==> src/rtl/if_fetch_stage_if.sv <==
// if_fetch_stage_if: instruction memory read bus between the fetch stage (master) and instruction memory (slave)
interface if_fetch_stage_if;
    logic        req;
    logic [31:0] addr;
    logic [31:0] rdata;
    logic        ack;
    modport master (output req, output addr, input rdata, input ack);
    modport slave (input req, input addr, output rdata, output ack);
endinterface

==> src/rtl/if_fetch_stage.sv <==
// if_fetch_stage: IDLE/REQ/HOLD fetch FSM with single-entry stall buffer; define IF_MISALIGN_TRAP_EN to trap misaligned redirects
module if_fetch_stage #(
    parameter logic [31:0] RESET_VECTOR = 32'h0000_0000
) (
    input  logic             clk,
    input  logic             rst,
    input  logic             stall,
    input  logic             redirect_en,
    input  logic [31:0]      redirect_pc,
    if_fetch_stage_if.master imem,
    output logic [31:0]      pc_out,
    output logic [31:0]      instr_out,
    output logic             instr_valid,
    output logic             misalign_trap
);
    localparam logic [31:0] NOP = 32'h0000_0013;
    typedef enum logic [1:0] {IDLE, REQ, HOLD} state_t;
    state_t      state, state_d;
    logic [31:0] pc, pc_d;
    logic [31:0] pc_out_d, instr_d;
    logic        valid_d;
    logic [31:0] hold_pc, hold_pc_d, hold_instr, hold_instr_d;
    logic [31:0] redirect_tgt;
    logic        misaligned;
`ifdef IF_MISALIGN_TRAP_EN
    assign misaligned   = redirect_en && (redirect_pc[1:0] != 2'b00);
    assign redirect_tgt = redirect_pc;
    // one-cycle pulse for each rejected misaligned redirect
    always_ff @(posedge clk or posedge rst) begin
        if (rst) misalign_trap <= 1'b0;
        else     misalign_trap <= misaligned;
    end
`else
    assign misaligned    = 1'b0;
    assign redirect_tgt  = redirect_pc & ~32'h3;
    assign misalign_trap = 1'b0;
`endif
    assign imem.req  = state == REQ;
    assign imem.addr = pc;
    // next state and next register values; redirect overrides stall and ack
    always_comb begin
        state_d      = state;
        pc_d         = pc;
        pc_out_d     = pc_out;
        instr_d      = instr_out;
        valid_d      = instr_valid;
        hold_pc_d    = hold_pc;
        hold_instr_d = hold_instr;
        if (redirect_en) begin
            state_d = REQ;
            pc_d    = misaligned ? pc : redirect_tgt;
            valid_d = 1'b0;
        end else begin
            case (state)
                IDLE: state_d = REQ;
                REQ: begin
                    if (!stall) begin
                        valid_d = imem.ack;
                        if (imem.ack) begin
                            pc_out_d = pc;
                            instr_d  = imem.rdata;
                            pc_d     = pc + 32'd4;
                        end
                    end else if (imem.ack) begin
                        hold_pc_d    = pc;
                        hold_instr_d = imem.rdata;
                        pc_d         = pc + 32'd4;
                        state_d      = HOLD;
                    end
                end
                HOLD: begin
                    if (!stall) begin
                        pc_out_d = hold_pc;
                        instr_d  = hold_instr;
                        valid_d  = 1'b1;
                        state_d  = REQ;
                    end
                end
                default: state_d = IDLE;
            endcase
        end
    end
    // state, pc, output and buffer registers
    always_ff @(posedge clk or posedge rst) begin
        if (rst) begin
            state       <= IDLE;
            pc          <= RESET_VECTOR;
            pc_out      <= RESET_VECTOR;
            instr_out   <= NOP;
            instr_valid <= 1'b0;
            hold_pc     <= 32'h0;
            hold_instr  <= 32'h0;
        end else begin
            state       <= state_d;
            pc          <= pc_d;
            pc_out      <= pc_out_d;
            instr_out   <= instr_d;
            instr_valid <= valid_d;
            hold_pc     <= hold_pc_d;
            hold_instr  <= hold_instr_d;
        end
    end
endmodule

==> src/flat_wrapper.sv <==
// flat-port wrapper written by rule: the top's interface ports become plain ports
module if_fetch_stage_flat 
#(
    parameter logic [31:0] RESET_VECTOR = 32'h0000_0000
)
  (clk, rst, stall, redirect_en, redirect_pc, pc_out, instr_out, instr_valid, misalign_trap, imem_req, imem_addr, imem_rdata, imem_ack);
  if_fetch_stage_if imem_i ();
  input  logic clk;
  input  logic rst;
  input  logic stall;
  input  logic redirect_en;
  input  logic [31:0] redirect_pc;
  output logic [31:0] pc_out;
  output logic [31:0] instr_out;
  output logic instr_valid;
  output logic misalign_trap;
  output wire logic [$bits(imem_i.req)-1:0] imem_req;
  output wire logic [$bits(imem_i.addr)-1:0] imem_addr;
  input wire logic [$bits(imem_i.rdata)-1:0] imem_rdata;
  input wire logic [$bits(imem_i.ack)-1:0] imem_ack;
  assign imem_req = imem_i.req;
  assign imem_addr = imem_i.addr;
  assign imem_i.rdata = imem_rdata;
  assign imem_i.ack = imem_ack;
  if_fetch_stage #(.RESET_VECTOR(RESET_VECTOR)) u_core (.clk(clk), .rst(rst), .stall(stall), .redirect_en(redirect_en), .redirect_pc(redirect_pc), .imem(imem_i), .pc_out(pc_out), .instr_out(instr_out), .instr_valid(instr_valid), .misalign_trap(misalign_trap));
endmodule
==> config.mk <==
export PLATFORM = sky130hd
export DESIGN_NAME = if_fetch_stage_flat
export DESIGN_NICKNAME = d
export VERILOG_FILES = /design/src/rtl/if_fetch_stage_if.sv /design/src/rtl/if_fetch_stage.sv /design/src/flat_wrapper.sv
export SDC_FILE = /design/constraint.sdc
export NUM_CORES = 1
export LEC_CHECK = 0
export CORE_UTILIZATION = 51
export DETAILED_ROUTE_END_ITERATION = 10
export MAX_ROUTING_LAYER = met4
export PLACE_DENSITY = 0.79
export SLEW_MARGIN = 20
export SYNTH_ARGS = -nofsm -noshare
export SYNTH_HDL_FRONTEND = slang
export SYNTH_SLANG_ARGS = --single-unit
==> constraint.sdc <==
create_clock -name clk -period 7.7 [get_ports clk]
set_clock_uncertainty 0.2 [all_clocks]
set_input_delay 2.31 -clock clk [delete_from_list [all_inputs] [get_ports clk]]
set_output_delay 2.31 -clock clk [all_outputs]
set_load 0.005 [all_outputs]
==> results_dict.tcl, run 1 <==
set metrics [dict create \
    dieArea_um2 15000 \
    status "finished, final reports clean" \
    die_w_um 122 \
    clk_path_buf_depth 2 \
    dieHeight_um 122 \
    gp_congestion 0.759 \
    ctsHoldBuffers 0 \
    ys_types 47 \
    hp-class "reg2reg" \
    slowest_stage "nand3_4" \
    dp.cells 896 \
    worstPathCellList "clkdlybuf4s50_1, inv_2, nand3_4, mux2_2" \
    max_slew_margin_pct 32.0 \
    final_common_cell "mux2_2" \
    ctsHtreeMaxLevel 4 \
    whs_ns 0.281 \
    wl_met3_um 799 \
    rsz0062_at_grt "false" \
    met2_length_um 8630 \
    drt-vias-per-instance 5.63 \
    route.detailed.drc 0 \
    placementRows 43 \
    start_util_pct 52.9 \
    setup_viol 0 \
    finalCritPeriodShare_pct 67.8 \
    period_minus_slack_ns 5.22 \
    fin_nets 809 \
    slew_viol_final 0 \
    grt_pass1_vias 5371 \
    avgSynthCellArea_um2 12.5 \
    port_buffers 160 \
    drtAntennaViolNets 0 \
    yosys_warnings 0 \
    power_density_nw_per_um2 364 \
    grt_overflow 0 \
    drv_cap 0 \
    wl_per_cell_um 17.9 \
    hold_violations 0 \
    layout_common_cells "mux2_2, clkdlybuf4s50_1, dfrtp_1" \
    seq_area_frac_synth_pct 53.2 \
    crit_fanout 62 \
    numCtsBuffers 17 \
    cts-root-buf "clkbuf_16" \
    start_kind "input pin" \
    crit_arrival_ns 5.31 \
    holdPathStages 2 \
    cts_resized 0 \
    ys_ff_latch 157 \
    grt_pass1_wl_um 26400 \
    cp.depth 4 \
    path_delay_family "buffers and inverters" \
    synth.cell_area_um2 7400 \
    synth_top_area_cell "dfrtp_1" \
    highest_layer "met4" \
    cp.buffers_inverters 2 \
    wl_met1_um 6900 \
    cpPeakStageDelay_ns 0.86 \
    layout-drive-gt1-share_pct 29.5 \
    wl_um 16600 \
    finalSetupTns_ns 0 \
    grt_max_degree 110 \
    worst_ir_drop_vdd_mv 0.239 \
    synthCells 594 \
    place_hpwl_um 11000 \
    core-area_um2 14000 \
    clock_latency_ns 0.42 \
    worst_setup_path_end_kind "flip-flop" \
    cts_tree "done" \
    first_pass_iters 4 \
    vias 5220 \
    track_usage_pct 23.8 \
    crit_required_ns 7.79 \
    pin_count 168 \
    worstMarginPinSlew_ns 1.02 \
    final_cells 928 \
    path_clk_slew_ns 0.06 \
    synthTopCellsByArea "dfrtp_1, mux2_2, nand2_1" \
    post_cts_buffers 0 \
    worstSetupPathType "in2reg" \
    fmax_mhz 192 \
    synth.top_cell.area_share_pct 52.1 \
    rr_worst_depth 5 \
    diodes 0 \
    clock-sinks 157 \
    grt_antenna_before_repair 0 \
    area_growth_pct 31.7 \
    p_leak_nw 3.95 \
    drt_iter0_drc 274 \
    fillers 997 \
]
-- synth_stat cells (all sizes together) --
master    n
a31oi    13
nand4    12
mux2i     2
xor2      2
buf      18
a22oi     1
ha        5
o31a      1
dfrtp   154
conb      1
nand3    16
and4      2
nor4      5
and2b     1
clkbuf   26
a31o      3
mux2    175
nor3b     2
dfstp     3
nand2b    1
o31ai     8
o22ai     2
o221a     1
nor4b     1
or3       2
o41ai     2
o211ai    1
nand2    41
and3      2
nor2     17
a21oi     3
and2      1
nor2b     3
inv      11
o21ai    26
xnor2    11
or4      15
nor3      4
-- path summary, 6_finish.rpt --
| kind | start | to | slack, ns |
|---|---|---|---|
| max | redirect_en | u_core.pc_out[22] | 2.48 |
| min | u_core.hold_pc[21] | u_core.hold_pc[21] | 0.28 |
| max reg2reg | u_core.state[0] | u_core.pc_out[22] | 4.49 |
| min reg2reg | u_core.hold_pc[21] | u_core.hold_pc[21] | 0.28 |
| max in group asynchronous | rst | u_core.hold_instr[4] | 3.78 |
| min in group asynchronous | rst | u_core.instr_out[10] | 2.30 |
-- cells by family after synthesis --
logic type	after synthesis	synth area share, %
other cells	1	0.0507
buf+inv	55	3.23
xor+xnor	13	1.54
compound gates	61	5.11
simple gates	125	9.15
mux	177	26.9
fa+ha+maj	5	0.846
flops	157	53.2
-- metal layers --
| layer | vias up | global-route usage (%) |
|---|---|---|
| met5 | - | - |
| met4 | 0 | 9.60 |
| met3 | 21 | 4.93 |
| met2 | 169 | 40.0 |
| met1 | 2610 | 27.8 |
| li1 | 2420 | - |
-- flip-flops by register name, summed over array words and instances, names as in the netlist --
register	cells
u_core.hold_instr	32
u_core.hold_pc	30
u_core.imem.addr	30
u_core.instr_out	32
u_core.instr_valid	1
u_core.pc_out	30
u_core.state	2
-- worst reg2reg max path: cells and delay by family (launching register included) --
kind / cells / cell delay [ns]
adder cells (fa/ha/maj): 1 / 0.79
AND/OR/NAND/NOR: 1 / 0.76
multiplexers: 1 / 0.46
flip-flops: 1 / 0.42
AO/OA/AOI/OAI: 1 / 0.30
buffers and inverters: 1 / 0.14
-- final cells by class --
cell class	count	area [µm²]	share of cell area, %
clock inverters	7	160	1.64
well taps	180	225	2.31
inverters	11	46.3	0.475
flip-flops and latches	157	3930	40.4
repair buffers	162	1620	16.6
clock buffers	25	485	4.98
multi-input cells	386	3280	33.6
-- through the flow --
stage,util (%),worst slack (ns),total power [mW],instance area (µm²)
CTS,69.7,2.46,3.58,9740
detailed placement,65.0,2.03,2.66,9100
global placement,65.0,2.09,2.59,9100
global route,69.7,2.27,3.74,9740
floorplan,-,0.960,2.05,7410
finish,69.7,2.48,3.54,9740
-- power by group --
group          internal [mW]  total [mW]  switching [mW]
combinational          0.804        1.25           0.443
sequential              1.19        1.39           0.200
clock                  0.601       0.909           0.309
total                   2.59        3.54           0.952
No activity file was read; power rests on OpenSTA's default activity.
==> inputs of run 2 (changes only) <==
CORE_UTILIZATION = 46   (was 51)
PLACE_DENSITY = 0.75   (was 0.79)
clock period = 4.5 ns   (was 7.7 ns; I/O delays follow)
==> results_dict.tcl, run 2 (synthesized netlist as in run 1, its figures left out) <==
set metrics [dict create \
    dpl-instance-area_um2 9200 \
    fin_ws_ns 0.893 \
    pin_count 168 \
    wl_per_cell_um 17.8 \
    largestRegisters "u_core.hold_instr (32), u_core.instr_out (32)" \
    path_delay_family "buffers and inverters" \
    final_common_cell "mux2_2" \
    final_cells 963 \
    drtAntennaViolNets 0 \
    first_pass_iters 4 \
    start_kind "flip-flop" \
    gp_congestion 0.808 \
    grt_max_degree 157 \
    dieHeight_um 129 \
    max_slew_margin_pct 36.9 \
    ctsHtreeMaxLevel 4 \
    fmax_mhz 277 \
    worstSetupPathType "reg2out" \
    period_minus_slack_ns 3.61 \
    core-area_um2 15400 \
    track_usage_pct 22.6 \
    grt_pass1_vias 5362 \
    cts-root-buf "clkbuf_16" \
    fin_nets 813 \
    layout-drive-gt1-share_pct 30.3 \
    grt_antenna_before_repair 0 \
    diodes 0 \
    status "finished, final reports clean" \
    crit_fanout 9 \
    clock_latency_ns 0.42 \
    dp.cells 931 \
    placementRows 45 \
    hp-class "reg2reg" \
    ctsHoldBuffers 0 \
    die_w_um 129 \
    drv_cap 0 \
    power_density_nw_per_um2 601 \
    cts_resized 0 \
    worst_ir_drop_vdd_mv 0.406 \
    crit_arrival_ns 2.06 \
    wl_um 17100 \
    hold_violations 0 \
    fin_area_um2 9760 \
    crit_required_ns 2.95 \
    p_leak_nw 3.93 \
    dieArea_um2 16600 \
    cp.buffers_inverters 2 \
    rsz0062_at_grt "false" \
    dp_slack_ns 0.527 \
    worstMarginPinSlew_ns 0.946 \
    path_clk_slew_ns 0.06 \
    worst_setup_path_end_kind "primary output" \
    slew_viol_final 0 \
    place_hpwl_um 11100 \
    finalCritPeriodShare_pct 80.2 \
    start_util_pct 47.9 \
    worstPathCellList "inv_1, ha_1, clkdlybuf4s50_1" \
    setup_viol 0 \
    numCtsBuffers 17 \
    clock-sinks 157 \
    clk_path_buf_depth 2 \
    finalSetupTns_ns 0 \
    post_cts_buffers 0 \
    grt_pass1_wl_um 27800 \
    area_growth_pct 31.9 \
    drt-vias-per-instance 5.41 \
    cpPeakStageDelay_ns 0.60 \
    port_buffers 160 \
    vias 5213 \
    layout_common_cells "mux2_2, clkdlybuf4s50_1, dfrtp_1" \
    cts_tree "done" \
    route.detailed.drc 0 \
    slowest_stage "clkdlybuf4s50_1" \
    drt_iter0_drc 302 \
    grt_overflow 0 \
]
run 2: worst paths after layout:
kind | startpoint | end | slack [ns] | depth (start not counted)
worst max-delay path | u_core.state[1] | imem_req | 0.89 | 3
worst min-delay path | u_core.hold_pc[21] | u_core.hold_pc[21] | 0.28 | 2
worst max register to register | u_core.state[1] | u_core.imem.addr[30] | 1.50 | 6
worst min register to register | u_core.hold_pc[21] | u_core.hold_pc[21] | 0.28 | 2
max in group asynchronous | rst | u_core.hold_pc[17] | 2.15 | 3
min in group asynchronous | rst | u_core.instr_out[14] | 0.95 | 2
run 2: metal layers:
layer	vias up	global-route usage [%]	part of all wire (%)
li1	2426	-	-
met3	24	6.40	6.8
met1	2599	28.0	44
met5	-	-	0
met2	164	35.5	48
met4	0	7.75	1.6
run 2: area by class of cell:
class	count	area [µm²]
clock buffers	21	460
flip-flops and latches	157	3930
inverters	11	45.0
fillers	1197	5670
multi-input cells	386	3280
repair buffers	166	1680
clock inverters	11	93.8
well taps	211	264
run 2: power breakdown:
part | switching (mW) | leakage [nW] | internal (mW)
Sequential | 0.354 | 1.86 | 2.03
Clock | 0.570 | 0.265 | 0.785
Combinational | 0.752 | 1.80 | 1.38
Total | 1.68 | 3.93 | 4.19
run 2: worst min-delay path, stage by stage, from the launching register on:
cell and delay (ns):
dfrtp_1 0.34, nand2_1 0.04, o21ai_0 0.06
run 2: through the flow:
step           hold WS, ns  utilization, %  power [mW]
6_report             0.280            63.3        5.87
5_1_grt              0.313            63.3        6.22
4_1_cts              0.285            63.3        5.94
3_5_place_dp         0.272            59.7        4.56
3_3_place_gp         0.262            59.7        4.45
2_1_floorplan        0.250               -        3.52
==> inputs of run 3 (changes only) <==
clock period = 3 ns   (was 4.5 ns; I/O delays follow)
==> results_dict.tcl, run 3 (synthesized netlist as in run 1, its figures left out) <==
set metrics [dict create \
    status "finished, final reports clean" \
    multiInputGateArea_um2 3280 \
    cts-root-buf "clkbuf_16" \
    worstReg2RegStart "u_core.state[1]" \
    wl_per_cell_um 17.3 \
    drt_iter0_drc 262 \
    numCtsBuffers 17 \
    grt_overflow 0 \
    clock_latency_ns 0.42 \
    start_kind "flip-flop" \
    final_common_cell "mux2_2" \
    finalPower_mw 9.17 \
    worstSetupPathType "reg2out" \
    worst_setup_path_end_kind "primary output" \
    grt_pass1_vias 5551 \
    finalCritPeriodShare_pct 96.1 \
    gp_congestion 0.842 \
    rr_worst_depth 6 \
    wl_um 17000 \
    worstMarginPinSlew_ns 0.501 \
    ctsHoldBuffers 0 \
    cts_tree "done" \
    place_hpwl_um 11800 \
    drtAntennaViolNets 0 \
    seq_area_um2 3930 \
    diodes 0 \
    slowest_stage "clkdlybuf4s50_1" \
    die_w_um 129 \
    cp-endpoint "imem_req" \
    first_pass_iters 5 \
    core-area_um2 15400 \
    rsz0062_at_grt "false" \
    grt_max_degree 54 \
    p_leak_nw 4.08 \
    rrSetupSlack_ns 0.42 \
    pin_count 168 \
    vias 5324 \
    crit_fanout 5 \
    port_buffers 160 \
    slew_viol_final 0 \
    dieArea_um2 16600 \
    route.detailed.drc 0 \
    fin_nets 831 \
    ctsHtreeMaxLevel 4 \
    fin_area_um2 10000 \
    track_usage_pct 22.8 \
    layout_common_cells "mux2_2, clkdlybuf4s50_1, dfrtp_1" \
    placementRows 45 \
    clock-sinks 157 \
    worst_ir_drop_vdd_mv 0.551 \
    dpl-instance-area_um2 9390 \
    worstPathCellList "inv_1, ha_2, clkdlybuf4s50_1" \
    area_growth_pct 35.6 \
    largestRegisters "u_core.hold_instr (32), u_core.instr_out (32)" \
    drt-vias-per-instance 5.43 \
    grt_pass1_wl_um 28300 \
    holdPathStages 2 \
    period_minus_slack_ns 2.88 \
    grt_antenna_before_repair 0 \
    start_util_pct 47.9 \
    hold_violations 0 \
    hp-class "reg2reg" \
    fmax_mhz 347 \
    clk_path_buf_depth 2 \
    layout-drive-gt1-share_pct 32.1 \
    fillers 1179 \
    worst_hold_startpoint "u_core.hold_pc[17]" \
    r2r-end "u_core.imem.addr[27]" \
    drv_cap 0 \
    crit_required_ns 1.90 \
    path_clk_slew_ns 0.06 \
    crit_start "u_core.state[1]" \
    power_density_nw_per_um2 914 \
    max_slew_margin_pct 66.5 \
    dieHeight_um 129 \
    cpPeakStageDelay_ns 0.54 \
    crit_arrival_ns 1.78 \
    setup_viol 0 \
]
run 3: changes by cell type in the layout (fill, tap and decap cells not counted):
cell,delta
clkinvlp_4,-3
buf_4,+14
clkinv_2,-1
buf_12,+4
clkbuf_8,-1
ha_1,-1
clkinv_4,+1
bufinv_16,+4
ha_2,+1
run 3: what timing repair did:
item                       4_1_cts  5_1_grt
buffers inserted                 0        0
setup endpoints to repair        0        1
gates resized for setup          0        1
run 3: worst min-delay path by stage:
stage	to
global route	u_core.hold_pc[25]
floorplan	u_core.hold_pc[15]
CTS	u_core.hold_pc[19]
global placement	u_core.hold_pc[19]
finish	u_core.hold_pc[17]
detailed placement	u_core.hold_pc[19]
run 3: per-stage QoR:
step / std cells / utilization (%) / setup TNS, ns / worst slack (ns) / hold WS, ns
detailed placement: 949 / 60.9 / -3.82 / -0.226 / 0.271
floorplan: 598 / - / -13.00 / -0.0844 / 0.250
global route: 981 / 65.0 / 0 / 0.0416 / 0.312
CTS: 981 / 65.0 / 0 / 0.0202 / 0.285
global placement: 949 / 60.9 / -1.75 / -0.163 / 0.263
finish: 981 / 65.0 / 0 / 0.116 / 0.283
run 3: power breakdown:
part / total, mW / internal (mW) / switching [mW] / leakage, nW
logic: 3.27 / 2.13 / 1.14 / 1.90
clock network: 2.33 / 1.49 / 0.833 / 0.314
registers: 3.58 / 3.05 / 0.530 / 1.86
total: 9.17 / 6.67 / 2.50 / 4.08
run 3: layout make-up:
class	instances	area share, %
clock buffer	20	4.45
clock inverter	12	1.95
inverter	11	0.449
multi-input combinational	386	32.7
sequential	157	39.2
tap	211	2.63
timing repair buffer	184	18.6
run 3: per-layer routing:
layer	wire length (µm)	track usage, %	vias up
met5	0	-	-
met4	252	8.44	0
met3	989	4.70	21
met2	8320	36.9	175
met1	7430	28.2	2662
li1	-	-	2466
run 3: critical path, delay by kind of cell (launching register included):
family | cells | cell delay (ns)
flip-flops | 1 | 0.40
adder cells (fa/ha/maj) | 1 | 0.28
buffers and inverters | 2 | 0.69
==> edit 1: new RTL, config.mk and constraints of run 1 <==
The 3 states of `state_t` get a one-hot encoding in 3 bits.
--- a/src/rtl/if_fetch_stage.sv
+++ b/src/rtl/if_fetch_stage.sv
@@ -16,3 +16,3 @@
     localparam logic [31:0] NOP = 32'h0000_0013;
-    typedef enum logic [1:0] {IDLE, REQ, HOLD} state_t;
+    typedef enum logic [2:0] {IDLE = 3'b001, REQ = 3'b010, HOLD = 3'b100} state_t;
     state_t      state, state_d;
Check against the original RTL: same outputs for any inputs over 4 cycles, from zero or initial values and one cycle with rst high; so few cycles prove little.
==> edit 1 against run 1 <==
  * Worst setup slack worse by 0.20 ns
  * Routed wire length up 1.5%
  * Largest power group unchanged
  * Synthesized area decreased by 3.5%
  * Worst hold slack worse by 0.0018 ns
  * Sequential cell count grew 1
  * Critical path type unchanged
  * Power down 21%
  * Via count grew 5.2%
  * Largest cell class unchanged
  * Cell area shrank 3.1%
==> edit 1: results (changes against run 1) <==
[status]
status = completed

[global_routing]
track_usage_pct = 25.3  ; +1.6 points
first_global_vias = 5635  ; +4.9%
grt_first_pass_wirelength_um = 27800  ; +5.4%
antenna_found_initial = 0  ; unchanged
grt_start_max_net_pins = 113  ; +2.7%

[sta]
slew_headroom_pct = 28.7  ; -3.3 points

[clock_network]
cts_setup_buffers = 0  ; unchanged
cts-root-buf = clkbuf_16
clk_path_buf_depth = 2  ; unchanged
insertion_delay_ns = 0.42  ; about the same
h-tree-depth = 4  ; unchanged
path_clk_slew_ns = 0.06  ; about the same
numCtsBuffers = 17  ; unchanged
ctsResizeCount = 0  ; unchanged

[route]
post_drt_wl_per_cell_um = 17.4  ; -2.9%
vias_per_cell = 5.66  ; +0.60%
drt_first_pass_iters = 5  ; +1
drtIter0Drc = 416  ; +52%

[yosys]
synth_commonest_cells = 154 x dfrtp_1, 94 x nand2_1, 75 x o21ai_0, 61 x mux2i_1, 44 x mux2_2
synth-main-ff-cell = dfrtp_1
synth_seq_area_share_pct = 55.4  ; +2.3 points
synth_cell_type_count = 41  ; -13%
synth_top_cells_by_area = dfrtp_1 54%, mux2i_1 8.5%, mux2_2 6.9%, o21ai_0 5.3%, nand2_1 4.9%
synth_async_sr_flop_share_pct = 100  ; unchanged
syn_avg_cell_area_um2 = 11.2  ; -10%
ys_warn_count = 0  ; unchanged

[cells_and_area]
drive_gt1_share_pct = 11.5  ; -18 points
diodes = 0  ; unchanged
reg_top3 = u_core.hold_instr (32), u_core.instr_out (32)
fill_cells = 998  ; +0.10%
nets = 851  ; +5.2%
stdcell_count = 970  ; +4.5%

[place]
port_buffers = 160  ; unchanged
gp_congestion = 0.792  ; +4.3%
dpl.cell_count = 937  ; +4.6%
dpl.hpwl_um = 10900  ; -0.83%

[power_and_ir_drop]
switching_share_pct = 26.7  ; -0.16 points
power.leakage_nw = 3.86  ; -2.4%
ir_drop_mv = 0.145  ; -39%

[min_path]
worst_hold_path_type = register to register

[floorplan]
row_count = 42  ; -2.3%

[worst_setup_path]
critical_path.max_fanout = 65  ; +4.8%

[edit 1: cell types whose count changed after synthesis, moves of 9 or more]
cell      change
buf_2        +17
clkbuf_1     -10
mux2_1       +15
mux2_2      -131
mux2i_1      +59
nand2_1      +53
o211ai_1      +9
o21ai_0      +49
xnor2_1       -9
[edit 1: layer usage]
layer	vias up	share of wire, %	wire, µm	global-route usage, %
met4	0	1.5	251	9.34
li1	2562	-	-	-
met3	24	6.7	1130	6.27
met5	-	0	0	-
met1	2714	43	7250	31.5
met2	189	49	8240	40.4
[edit 1: worst paths after layout]
check	end	start	cells past startpoint	slack [ns]
setup / recovery	u_core.hold_instr[14]	redirect_en	5	2.28
hold / removal	u_core.pc_out[2]	u_core.pc_out[2]	2	0.28
setup reg to reg	u_core.imem.addr[25]	u_core.state[2]	4	4.49
hold reg to reg	u_core.pc_out[2]	u_core.pc_out[2]	2	0.28
max in group asynchronous	u_core.instr_out[7]	rst	3	4.29
min in group asynchronous	u_core.hold_pc[29]	rst	2	2.06
[edit 1: stage by stage]
stage | util [%] | setup WS, ns | instance area, µm²
after CTS | 70.0 | 2.28 | 9410
after global routing | 70.2 | 2.08 | 9450
final | 70.2 | 2.28 | 9450
after floorplan | - | 0.933 | 7160
after global placement | 65.4 | 1.94 | 8800
after detailed placement | 65.4 | 1.84 | 8800
[edit 1: cell families after synthesis]
kind of cell	after synthesis	share of synthesized area, %
AOI/OAI and AO/OA	116	9.27
xor gates and xnor gates	8	0.981
buffers and inverters	53	3.70
DFF	158	55.4
and+or+nand+nor	182	12.5
other	1	0.0525
muxes	120	17.9
adders and majority gates	1	0.175
[edit 1: final cells by class]
class / count / area share [%]
sequential: 158 / 41.9
multi-input combinational: 432 / 31.2
timing repair buffer: 166 / 17.7
clock buffer: 19 / 4.80
tap: 176 / 2.33
clock inverter: 13 / 1.74
inverter: 6 / 0.291
[edit 1: critical path, stage by stage]
cell and delay (ns):
clkdlybuf4s50_1 0.39, buf_4 0.26, inv_1 0.81, nand3_4 1.05, mux2_1 0.66
[edit 1: power groups by stage]
| stage | Combinational (mW) | Clock [mW] | Sequential [mW] |
|---|---|---|---|
| final | 0.657 | 0.866 | 1.26 |
| after global routing | 0.728 | 0.915 | 1.29 |
| after CTS | 0.664 | 0.879 | 1.26 |
| after detailed placement | 0.660 | 0 | 1.27 |
| after floorplan | 0.278 | 0 | 1.25 |
| after global placement | 0.633 | 0 | 1.25 |
==> edit 2: new RTL, settings of run 1 <==
Without the edit above. The option `IF_MISALIGN_TRAP_EN` is turned on by a define.
--- a/src/rtl/if_fetch_stage.sv
+++ b/src/rtl/if_fetch_stage.sv
@@ -1,2 +1,4 @@
 // if_fetch_stage: IDLE/REQ/HOLD fetch FSM with single-entry stall buffer; define IF_MISALIGN_TRAP_EN to trap misaligned redirects
+`define IF_MISALIGN_TRAP_EN
+
 module if_fetch_stage #(
Behaviour: not the same (Yosys sat finds a counterexample within 4 cycles, from zero or initial values and one cycle with rst high).
==> edit 2 against run 1 <==
  * Synthesized area grew 6.3%
  * Utilization shrank 2.0 points
  * Highest routed layer unchanged
  * Power shrank 5.3%
  * Routed wire length grew 15%
  * Critical path type unchanged
  * Cell area grew 5.1%
  * Cell count grew 6.7%
  * Sequential cell count grew 7
  * Sequential share of layout area shrank 0.25 points
  * Worst setup slack gained 0.36 ns
  * Register-to-register slack is essentially flat
  * Global-route usage grew 2.1 points
==> edit 2: results (changes against run 1) <==
[yosys]
synth_cell_type_count = 56  ; +19%
synth_async_sr_flop_share_pct = 100  ; unchanged
synth_commonest_cells = 173 x mux2_2, 161 x dfrtp_1, 33 x nand2_1, 24 x o21ai_0, 22 x nor2_1
synth_seq_area_share_pct = 52.3  ; -0.91 points
syn_avg_cell_area_um2 = 12.2  ; -1.8%
synth_top_cells_by_area = dfrtp_1 51%, mux2_2 25%, nand2_1 1.6%, o21ai_0 1.5%, buf_2 1.3%
synth_nets = 717

[min_path]
worstHoldStart = u_core.hold_pc[12]

[place]
dp_slack_ns = 2.44  ; +0.408 ns
dpl.cell_count = 958  ; +6.9%
dpl.hpwl_um = 12400  ; +13%
gp_congestion = 0.870  ; +15%
port_buffers = 167  ; +4.4%

[cells_and_area]
nets = 863  ; +6.7%
drive_gt1_share_pct = 27.7  ; -1.9 points
fill_cells = 1118  ; +12%

[route]
post_drt_wl_per_cell_um = 19.3  ; +7.7%
drtIter0Drc = 556  ; +100%
routed_wl_um = 19100  ; +15%
drt_first_pass_iters = 5  ; +1
vias_per_cell = 5.93  ; +5.4%

[power_and_ir_drop]
pwr-share-comb_pct = 31.3  ; -3.9 points
p_switching_mw = 0.944  ; -0.76%
power.leakage_nw = 4.15  ; +5.2%
ir_drop_mv = 0.231  ; -3.5%

[global_routing]
grt_start_max_net_pins = 111  ; +0.91%
first_global_vias = 6103  ; +14%
track_usage_pct = 25.9  ; +2.1 points
grt_first_pass_wirelength_um = 31200  ; +18%

[clock_network]
clk_path_buf_depth = 2  ; unchanged
h-tree-depth = 4  ; unchanged
insertion_delay_ns = 0.43
ctsResizeCount = 0  ; unchanged

[status]
status = completed

[worst_setup_path]
cp_data_arrival_time_ns = 4.96  ; -0.35 ns
critical_path.max_fanout = 64  ; +3.2%

[sta]
hold_violations = 0  ; unchanged
tightest_slew_ns = 1.08  ; +0.0577 ns

## edit 2: cells by family after synthesis
| group | Yosys count | share of synthesized area (%) |
|---|---|---|
| adder cells (fa/ha/maj) | 5 | 0.796 |
| multiplexers | 182 | 26.0 |
| buffers and inverters | 55 | 2.96 |
| AND/OR/NAND/NOR | 154 | 10.9 |
| AO/OA/AOI/OAI | 83 | 7.07 |
| flip-flops | 164 | 52.3 |
## edit 2: layout make-up
class	instances	share of cell area [%]
Inverter	12	0.489
Clock buffer	20	4.36
Timing Repair Buffer	170	16.5
Clock inverter	12	1.51
Sequential cell	164	40.1
Tap cell	188	2.30
Multi-Input combinational cell	424	34.7
## edit 2: worst max-delay path, stage by stage
cell	delay, ns
clkdlybuf4s50_1	0.49
clkinv_1	0.68
nand3_4	1.00
mux2_2	0.42
## edit 2: path summary, 6_finish.rpt
| kind | end | slack (ns) | depth (start not counted) |
|---|---|---|---|
| setup / recovery | u_core.pc_out[24] | 2.84 | 4 |
| hold / removal | u_core.hold_pc[12] | 0.28 | 2 |
| setup reg to reg | u_core.pc_out[24] | 4.48 | 5 |
| hold reg to reg | u_core.hold_pc[12] | 0.28 | 2 |
| max in group asynchronous | u_core.pc_out[16] | 3.74 | 3 |
| min in group asynchronous | u_core.pc_out[1] | 2.29 | 2 |
## edit 2: power groups by stage
stage | Sequential (mW) | Combinational [mW] | Clock (mW)
after floorplan | 1.39 | 0.510 | 0
after global placement | 1.42 | 1.02 | 0
after detailed placement | 1.45 | 1.06 | 0
after CTS | 1.44 | 1.06 | 0.876
after global routing | 1.49 | 1.13 | 0.914
final | 1.44 | 1.05 | 0.863
## edit 2: per-layer routing
layer,track usage [%],wire length [µm],vias to the layer above
li1,-,-,2661
met1,32.4,8180,2954
met2,41.1,9430,210
met3,5.23,1050,43
met4,10.6,446,0
met5,-,0,-
## edit 2: through the flow
stage          area (µm²)  util, %  hold slack, ns  total power [mW]
3_3_place_gp         9640     63.7           0.261              2.45
4_1_cts             10200     67.6           0.285              3.38
3_5_place_dp         9640     63.7           0.271              2.50
2_1_floorplan        7860        -           0.250              1.90
6_report            10200     67.6           0.281              3.35
5_1_grt             10200     67.6           0.315              3.53
